**config.mk**
```make
export PLATFORM = sky130hd
export DESIGN_NAME = keypad_scan_ctrl
export DESIGN_NICKNAME = d
export VERILOG_FILES = /design/src/rtl/keypad_pkg.sv /design/src/rtl/keypad_scan_timer.sv /design/src/rtl/keypad_scan_ctrl.sv
export SDC_FILE = /design/constraint.sdc
export NUM_CORES = 1
export LEC_CHECK = 0
export CELL_PAD_IN_SITES_DETAIL_PLACEMENT = 1
export CELL_PAD_IN_SITES_GLOBAL_PLACEMENT = 1
export CORE_ASPECT_RATIO = 1.1
export CORE_MARGIN = 3
export CORE_UTILIZATION = 45
export CTS_CLUSTER_DIAMETER = 80
export CTS_CLUSTER_SIZE = 8
export DETAILED_ROUTE_END_ITERATION = 8
export MAX_ROUTING_LAYER = met4
export PLACE_DENSITY = 0.79
export SLEW_MARGIN = 40
export SYNTH_ARGS = -nofsm -noshare
export SYNTH_HDL_FRONTEND = slang
export SYNTH_SLANG_ARGS = --single-unit
```
**constraint.sdc**
```tcl
create_clock -name clk -period 4.08 [get_ports clk]
set_input_delay 0.612 -clock clk [delete_from_list [all_inputs] [get_ports clk]]
set_output_delay 0.612 -clock clk [all_outputs]
set_load 0.01 [all_outputs]
```
**src/rtl/keypad_pkg.sv**
```systemverilog
// Shared types and constants for the 4x4 keypad scanner: FSM states, frame
// classification, column strobes and the (column, row) -> key code map.
package keypad_pkg;

  typedef enum logic [1:0] {
    IDLE,
    DEBOUNCE,
    PRESSED
  } state_e;

  typedef enum logic [1:0] {
    EMPTY,
    SINGLE,
    MULTI
  } frame_e;

  localparam logic [3:0] COL0 = 4'b1110;
  localparam logic [3:0] COL1 = 4'b1101;
  localparam logic [3:0] COL2 = 4'b1011;
  localparam logic [3:0] COL3 = 4'b0111;

  localparam logic [3:0] KEY_A    = 4'd10;
  localparam logic [3:0] KEY_B    = 4'd11;
  localparam logic [3:0] KEY_C    = 4'd12;
  localparam logic [3:0] KEY_D    = 4'd13;
  localparam logic [3:0] KEY_STAR = 4'd14;
  localparam logic [3:0] KEY_HASH = 4'd15;

  // Number of active-low rows in a sample (0..4).
  function automatic logic [2:0] count_low(input logic [3:0] rows_n);
    logic [2:0] n;
    n = 3'd0;
    for (int i = 0; i < 4; i++) begin
      n = n + {2'b00, ~rows_n[i]};
    end
    return n;
  endfunction

  // Only meaningful when exactly one row of rows_n is low.
  function automatic logic [3:0] key_decode(input logic [3:0] cols, input logic [3:0] rows_n);
    logic [1:0] r;
    logic [3:0] code;
    case (rows_n)
      4'b1110: r = 2'd0;
      4'b1101: r = 2'd1;
      4'b1011: r = 2'd2;
      default: r = 2'd3;
    endcase
    code = 4'd0;
    case (cols)
      COL0: begin
        case (r)
          2'd0:    code = 4'd1;
          2'd1:    code = 4'd4;
          2'd2:    code = 4'd7;
          default: code = KEY_STAR;
        endcase
      end
      COL1: begin
        case (r)
          2'd0:    code = 4'd2;
          2'd1:    code = 4'd5;
          2'd2:    code = 4'd8;
          default: code = 4'd0;
        endcase
      end
      COL2: begin
        case (r)
          2'd0:    code = 4'd3;
          2'd1:    code = 4'd6;
          2'd2:    code = 4'd9;
          default: code = KEY_HASH;
        endcase
      end
      default: code = KEY_A + {2'b00, r};
    endcase
    return code;
  endfunction

endpackage

```
**src/rtl/keypad_scan_timer.sv**
```systemverilog
// Column dwell counter and one-cold column rotation; flags the sample cycle
// of each column and the sample that closes a four-column frame.
module keypad_scan_timer
  import keypad_pkg::*;
#(
  parameter int SCAN_DIV = 50000
) (
  input  logic       clk,
  input  logic       rst,
  output logic [3:0] cols,
  output logic       sample,
  output logic       frame_end
);

  localparam int DW = (SCAN_DIV > 1) ? $clog2(SCAN_DIV) : 1;
  localparam logic [DW-1:0] DWELL_LAST = DW'(SCAN_DIV - 1);

  logic [DW-1:0] dwell_q, dwell_d;
  logic [3:0]    cols_q, cols_d;

  always_comb begin
    sample    = (dwell_q == DWELL_LAST);
    frame_end = sample && (cols_q == COL3);
    dwell_d   = sample ? '0 : dwell_q + DW'(1);
    cols_d    = sample ? {cols_q[2:0], cols_q[3]} : cols_q;
    cols      = cols_q;
  end

  always_ff @(posedge clk) begin
    if (rst) begin
      dwell_q <= '0;
      cols_q  <= COL0;
    end else begin
      dwell_q <= dwell_d;
      cols_q  <= cols_d;
    end
  end

endmodule

```
**src/rtl/keypad_scan_ctrl.sv**
```systemverilog
// 4x4 keypad controller: synchronizes rows, classifies each scanned frame and
// debounces a single key into press/release pulses and a held level.
module keypad_scan_ctrl
  import keypad_pkg::*;
#(
  parameter int SCAN_DIV       = 50000,
  parameter int DEBOUNCE_SCANS = 4
) (
  input  logic       clk,
  input  logic       rst,
  input  logic [3:0] rows,
  output logic [3:0] cols,
  output logic [3:0] key_code,
  output logic       key_valid,
  output logic       key_held,
  output logic       key_release
);

  localparam int CNT_W = $clog2(DEBOUNCE_SCANS + 1);
  localparam logic [CNT_W-1:0] DB_LAST = CNT_W'(DEBOUNCE_SCANS);

  logic [3:0]       rows_meta_q, rows_sync_q;
  logic             sample, frame_end;
  logic [1:0]       acc_cnt_q, acc_cnt_d;
  logic [3:0]       acc_code_q, acc_code_d;
  state_e           state_q, state_d;
  logic [3:0]       cand_q, cand_d;
  logic [CNT_W-1:0] cnt_q, cnt_d, rcnt_q, rcnt_d;
  logic [3:0]       key_code_q, key_code_d;
  logic             key_valid_q, key_valid_d;
  logic             key_held_q, key_held_d;
  logic             key_release_q, key_release_d;

  logic [2:0] low_cnt, sum_cnt;
  logic [1:0] base_cnt, frame_cnt;
  logic [3:0] frame_code;
  frame_e     frame_res;

  keypad_scan_timer #(.SCAN_DIV(SCAN_DIV)) u_timer (
    .clk       (clk),
    .rst       (rst),
    .cols      (cols),
    .sample    (sample),
    .frame_end (frame_end)
  );

  // Low-row count saturates at 2, which is all it takes to call a frame MULTI.
  always_comb begin
    low_cnt    = count_low(rows_sync_q);
    base_cnt   = (cols == COL0) ? 2'd0 : acc_cnt_q;
    sum_cnt    = {1'b0, base_cnt} + low_cnt;
    frame_cnt  = (sum_cnt >= 3'd2) ? 2'd2 : sum_cnt[1:0];
    frame_code = (low_cnt == 3'd1) ? key_decode(cols, rows_sync_q) : acc_code_q;
    acc_cnt_d  = sample ? frame_cnt : acc_cnt_q;
    acc_code_d = sample ? frame_code : acc_code_q;
    case (frame_cnt)
      2'd0:    frame_res = EMPTY;
      2'd1:    frame_res = SINGLE;
      default: frame_res = MULTI;
    endcase
  end

  always_comb begin
    state_d       = state_q;
    cand_d        = cand_q;
    cnt_d         = cnt_q;
    rcnt_d        = rcnt_q;
    key_code_d    = key_code_q;
    key_valid_d   = 1'b0;
    key_held_d    = key_held_q;
    key_release_d = 1'b0;
    if (frame_end) begin
      case (state_q)
        IDLE: begin
          if (frame_res == SINGLE) begin
            if (DEBOUNCE_SCANS == 1) begin
              key_code_d  = frame_code;
              key_valid_d = 1'b1;
              key_held_d  = 1'b1;
              rcnt_d      = '0;
              state_d     = PRESSED;
            end else begin
              cand_d  = frame_code;
              cnt_d   = CNT_W'(1);
              state_d = DEBOUNCE;
            end
          end
        end
        DEBOUNCE: begin
          if (frame_res == SINGLE) begin
            if (frame_code == cand_q) begin
              if (cnt_q + CNT_W'(1) == DB_LAST) begin
                key_code_d  = frame_code;
                key_valid_d = 1'b1;
                key_held_d  = 1'b1;
                cnt_d       = '0;
                rcnt_d      = '0;
                state_d     = PRESSED;
              end else begin
                cnt_d = cnt_q + CNT_W'(1);
              end
            end else begin
              cand_d = frame_code;
              cnt_d  = CNT_W'(1);
            end
          end else begin
            cnt_d   = '0;
            state_d = IDLE;
          end
        end
        PRESSED: begin
          // Any activity, even a different key or a chord, restarts release debounce.
          if (frame_res == EMPTY) begin
            if (rcnt_q + CNT_W'(1) == DB_LAST) begin
              key_release_d = 1'b1;
              key_held_d    = 1'b0;
              rcnt_d        = '0;
              state_d       = IDLE;
            end else begin
              rcnt_d = rcnt_q + CNT_W'(1);
            end
          end else begin
            rcnt_d = '0;
          end
        end
        default: state_d = IDLE;
      endcase
    end
  end

  always_ff @(posedge clk) begin
    if (rst) begin
      rows_meta_q   <= 4'hF;
      rows_sync_q   <= 4'hF;
      acc_cnt_q     <= '0;
      acc_code_q    <= '0;
      state_q       <= IDLE;
      cand_q        <= '0;
      cnt_q         <= '0;
      rcnt_q        <= '0;
      key_code_q    <= '0;
      key_valid_q   <= 1'b0;
      key_held_q    <= 1'b0;
      key_release_q <= 1'b0;
    end else begin
      rows_meta_q   <= rows;
      rows_sync_q   <= rows_meta_q;
      acc_cnt_q     <= acc_cnt_d;
      acc_code_q    <= acc_code_d;
      state_q       <= state_d;
      cand_q        <= cand_d;
      cnt_q         <= cnt_d;
      rcnt_q        <= rcnt_d;
      key_code_q    <= key_code_d;
      key_valid_q   <= key_valid_d;
      key_held_q    <= key_held_d;
      key_release_q <= key_release_d;
    end
  end

  assign key_code    = key_code_q;
  assign key_valid   = key_valid_q;
  assign key_held    = key_held_q;
  assign key_release = key_release_q;

endmodule
```
-- Word-level counts from Yosys, hierarchy flattened
Cells that the tools add are included.
- flip-flop bits (word level): 53
- input bits: 6
- order comparisons: 1
- equality and inequality tests: 27
- $add $sub $neg: 8
- reduce and logical (&&, ||, !) cells: 16
- multiplexer cells: 39
- bitwise operators: 10
- operators with widths (cell ; count):
    case mux 4 bit (3 select lines) ; 4
    two-way mux 3 bit ; 9
    == test 4 bit (second input constant) ; 6
    adder 16 x 1 -> 16 bit (second input constant) ; 1
    == test 16 bit (second input constant) ; 1
    two-way mux 2 bit ; 8
    two-way mux 4 bit ; 4
    AND reduction 5 bit ; 3
    inequality test 2 bit (second input constant) ; 7
    case mux 2 bit (3 select lines) ; 2
    case mux 3 bit (2 select lines) ; 2
    inverter 1 bit ; 10
    == test 2 x 1 -> 1 bit (second input constant) ; 4
    zero test 2 bit ; 4
    case mux 4 bit (2 select lines) ; 1
    two-way mux 1 bit ; 7
    AND reduction 7 bit ; 1
    adder 3 x 1 -> 3 bit (second input constant) ; 2
    == test 3 bit (second input constant) ; 2
    inequality test 3 bit (second input constant) ; 2
    AND reduction 6 bit ; 1
    OR reduction 5 bit ; 1
    adder 4 x 2 -> 4 bit (first input constant) ; 1
    == test 2 bit (second input constant) ; 2
    other kinds (15) ; 16

-- Depth between registers and ports, before layout
- word-level depth: 12
- mapped depth: 13
- depth with buffers taken out: 12

-- By module
From an unflattened synthesis, not the netlist that was laid out.
- cells, all modules: 332
- area, all modules: 3009.1 um^2
- modules (own cells, without submodules) (module ; area each (um^2) ; times used ; sequential area each (um^2) ; cells each):
    keypad_scan_ctrl ; 2092.0 ; 1 ; 660.6 ; 233
    keypad_scan_timer ; 917.1 ; 1 ; 400.4 ; 99

-- Least setup slack after synthesis
No wires, ideal clock.
- kind: register -> register
- from: reg rows_sync_q[0]
- to: reg cnt_q[0]
- path slack: 0.724 ns
- stages on the path, launching flop included: 13
- setup time: 0.135 ns
- data arrival time: 3.221 ns
- path through: dfxtp_1 -> fa_1 -> inv_1 -> ha_1 -> ha_1 -> or3b_1 -> buf_2 -> nand2_1 -> o21ai_1 -> or3_4 -> a221o_2 -> a2111oi_2 -> o32ai_1
- longest elaborated chain between the ends: 12
- ends and longest elaborated chain (what ; line ; text):
    start, declared ; keypad_scan_ctrl.sv:22 ; logic [3:0] rows_meta_q, rows_sync_q;
    start signal, assigned ; keypad_scan_ctrl.sv:147 ; rows_sync_q <= rows_meta_q;
    inverter 1 bit ; keypad_pkg.sv:34 ; n = n + {2'b00, ~rows_n[i]};
    adder 1 x 1 -> 2 bit ; keypad_pkg.sv:34 ;
    adder 2 x 1 -> 3 bit ; keypad_pkg.sv:34 ;
    adder 3 x 1 -> 3 bit ; keypad_pkg.sv:34 ;
    adder 2 x 3 -> 3 bit ; keypad_scan_ctrl.sv:51 ; sum_cnt = {1'b0, base_cnt} + low_cnt;
    >= comparator 3 x 2 -> 1 bit ; keypad_scan_ctrl.sv:52 ; frame_cnt = (sum_cnt >= 3'd2) ? 2'd2 : sum_cnt[1:0];
    two-way mux 2 bit ; keypad_scan_ctrl.sv:52 ;
    == test 2 x 1 -> 1 bit / zero test 2 bit (equally long branches) ; keypad_scan_ctrl.sv:56 ; case (frame_cnt)
    case mux 2 bit (2 select lines) ; keypad_scan_ctrl.sv:56 ;
    == test 2 x 1 -> 1 bit ; keypad_scan_ctrl.sv:75, keypad_scan_ctrl.sv:90 ;
    two-way mux 3 bit / inequality test 2 bit (equally long branches) ; n/a ;
    case mux 3 bit (2 select lines) / AND reduction 3 bit (equally long branches) ; n/a ;
    end signal, assigned ; keypad_scan_ctrl.sv:152 ; cnt_q <= cnt_d;
    end, declared ; keypad_scan_ctrl.sv:28 ; logic [CNT_W-1:0] cnt_q, cnt_d, rcnt_q, rcnt_d;
Parallel ways exist; a longest one is shown, timed or not.
A chain may end at the register's enable or synchronous reset.

-- Final worst setup path
Same ends and word-level chain as after synthesis.

==> impl_metrics.csv <==
group,metric,value,unit
run_status,status,"complete, no violations",
clock_tree,numCtsBuffers,5,
critical_path,cp.arrival,3.75,ns
logic_synthesis,syn_inst,345,
power,power_density,308,nW/um^2
sta,relSlewSlack,49.1,%
global_routing,antenna_found_initial,0,
placed_design,portBuffers,16,
logic_synthesis,synth-compound-area-share,15.0,%
logic_synthesis,synth_cell_types,64,
layout,syn2layout_area_growth,10.5,%
critical_path,critical_path_required,4.27,ns
drt,dr.first_iter.drc_count,65,
logic_synthesis,synth_async_sr_flop_share,0,%
clock_tree,ctsHoldBuffers,0,
sta,skew,0.00581,ns
layout,drive_gt1_share,9.22,%
logic_synthesis,synth_top_family_by_area,"simple AND/OR/NAND/NOR gates",
global_routing,grt_max_degree,34,
critical_path,path_max_fanout,9,
layout,mostFrequentLayoutCell,"dfxtp_1",
clock_tree,cts_resized,0,
logic_synthesis,synthAdderAreaFrac,5.97,%
layout,n_antenna_cell,0,
layout,final_net_count,377,
logic_synthesis,synth_edf_count,0,
clock_tree,cts-root-buf,"clkbuf_8",
critical_path,reg2reg_depth,11,
placed_design,routabilityCongestion,0.798,
flow_run,drv_cap,0,
drt,wirelength,6.88,mm
clock_tree,cts_tree,"yes",
logic_synthesis,synthXorXnorAreaFrac,5.00,%
clock_tree,cts_buffer_depth,2,
sta,fin_tns_setup,0,ns
global_routing,grt_remaining_overflow,0,
drt,drt.antenna.violating_nets,0,
sta,max_freq,281,MHz
drt,wl_per_cell,15.7,um
logic_synthesis,yosys.area_share.simple,29.8,%
drt,viasPerCell,5.69,
sta,fin_crit,3.56,ns
sta,fin_ws,0.518,ns
sta,setup_viol,0,
drt,via_count,2493,
logic_synthesis,synth.area.top_cells,"dfxtp_1 (36%), nor2_1 (4.8%), ha_1 (4.6%)",
logic_synthesis,ys_warn_count,0,
clock_tree,clk_latency,0.31,ns
logic_synthesis,synth.cell_area,2980,sq um
floorplan,dieArea,7630,sq um
critical_path,end_kind,"flip-flop",
critical_path,crit_slowest_cell,"fa_1",
clock_tree,clk_pin_slew_worst_paths,0.10,ns
global_routing,grt_pass1_wl,11.7,mm
power,finalPower,1.01,mW
logic_synthesis,yosys.area.top_type,"dfxtp_1",
clock_tree,htreeDepth,2,
clock_tree,post_cts_buffers,0,
logic_synthesis,synth-main-ff-cell,"dfxtp_1",
placed_design,hpwlAfterDp,5.17,mm
critical_path,critPathMaxStageDelay,0.54,ns
placed_design,dp_slack,0.565,ns
logic_synthesis,syn_avg_cell_area,8.63,sq um
critical_path,crit_type,"flip-flop to flip-flop",
logic_synthesis,ys_ff_latch,53,
drt,drc,0,
global_routing,grt_pass1_vias,2491,
floorplan,rows,30,
sta,hold_viol,0,
critical_path,path_depth,11,
logic_synthesis,syn_nets,364,
critical_path,setup.worst_path.start_class,"flip-flop",
floorplan,die_h,91.3,um
layout,final_cell_mix,"dfxtp_1 (53), nor2_1 (38), nand2_1 (28)",
critical_path,cp_num_buf_inv,1,
floorplan,initial_core_util,47.2,%
sta,grt_setup_unrepaired,"false",
logic_synthesis,muxShareOfSynthArea,4.37,%
layout,stdcell_count,438,
logic_synthesis,yosysSeqAreaShare,35.6,%
critical_path,cp_top_family,"compound AO/OA/AOI/OAI gates",
logic_synthesis,synth_top_area_share,35.6,%
sta,slew_violations,0,
sta,min_period_over_period,87.3,%
clock_tree,cts.sinks,53,
placed_design,dp.cells,431,
floorplan,ios,17,
critical_path,path_cells,"fa_1 > inv_1 > ha_1 > ha_1 > nor3b_2 > o21ai_0 > a31oi_1 > o21ai_0 > a221o_2 > a2111oi_2 > o32ai_1",
min_path,whs_path_depth,1,
drt,drtPass1Iterations,5,
floorplan,core,6310,sq um
min_path,hold_class,"flip-flop to flip-flop",
layout,fin_util,52.2,%
floorplan,die_x,83.5,um
power,irDropWorstVdd,0.000204,V
sta,worst_pin_slew,0.756,ns
power,p_leak,1.26,nW
global_routing,grtUsageTotal,19.1,%
report_power, final:
group / total (mW) / switching [mW] / internal [mW]
clock network: 0.361 / 0.179 / 0.182
registers: 0.528 / 0.00492 / 0.523
logic: 0.123 / 0.0791 / 0.0441
cell type report:
class / instances / area (sq um)
clock inverters: 2 / 38.8
clock buffers: 5 / 68.8
fillers: 770 / 3020
multi-input cells: 265 / 1790
inverters: 15 / 56.3
well taps: 80 / 100
flip-flops and latches: 53 / 1060
repair buffers: 18 / 175
Yosys cell counts (all sizes together) (2+ instances only):
| master | count |
|---|---|
| dfxtp | 53 |
| nor2 | 38 |
| nand2 | 29 |
| nand3 | 20 |
| inv | 15 |
| a21oi | 14 |
| mux2i | 13 |
| ha | 11 |
| nor3 | 11 |
| o21ai | 11 |
| or2 | 11 |
| xor2 | 11 |
| and2 | 7 |
| clkbuf | 7 |
| xnor2 | 6 |
| and3 | 5 |
| buf | 5 |
| nand2b | 5 |
| nand4b | 5 |
| nor4 | 5 |
| o31ai | 5 |
| or3 | 5 |
| nor2b | 4 |
| or4 | 4 |
| a211oi | 3 |
| a31oi | 3 |
| nand4 | 3 |
| o21a | 3 |
| a221o | 2 |
| and4b | 2 |
| fa | 2 |
| nand3b | 2 |
| o2111ai | 2 |
| o211a | 2 |
| o22ai | 2 |
| or3b | 2 |
final timing paths:
| kind | slack (ns) | end | startpoint |
|---|---|---|---|
| min | 0.42 | rows_sync_q[3] | rows_meta_q[3] |
| max | 0.52 | cnt_q[0] | rows_sync_q[0] |
| max reg2reg | 0.52 | cnt_q[0] | rows_sync_q[0] |
| min reg2reg | 0.42 | rows_sync_q[3] | rows_meta_q[3] |
registers in the layout (all words and copies together) (netlist names):
signal	count
key_code	4
u_timer.dwell_q	16
acc_code_q	4
cand_q	4
key_valid	1
rows_sync_q	4
acc_cnt_q	2
key_held	1
rcnt_q	3
u_timer.cols	4
cnt_q	3
key_release	1
rows_meta_q	4
state_q	2
logic make-up after synthesis:
kind of cell	Yosys count
AOI/OAI and AO/OA	60
xor gates and xnor gates	17
adders and majority gates	13
buffers and inverters	27
DFF	53
muxes	13
and+or+nand+nor	162
per-layer routing:
metal  vias up  part of all wire [%]  GRT usage [%]
met2        32                    52           34.1
met5         -                     0              -
li1       1257                     -              -
met3        11                   2.5           3.36
met1      1193                    44           22.0
met4         0                   1.2           4.96
worst register-to-register path: cells and delay by family, from the launching register on:
kind / cells / cell delay (ns)
buf+inv: 1 / 0.04
compound gates: 6 / 1.52
fa+ha+maj: 3 / 1.04
flops: 1 / 0.36
simple gates: 1 / 0.49
metrics by stage:
step | hold slack [ns] | cell area, sq um
after floorplan | 0.389 | 2980
after global placement | 0.395 | 3180
after detailed placement | 0.395 | 3180
after CTS | 0.418 | 3290
after global routing | 0.431 | 3290
final | 0.417 | 3290
(Power assumes the default switching activity.)
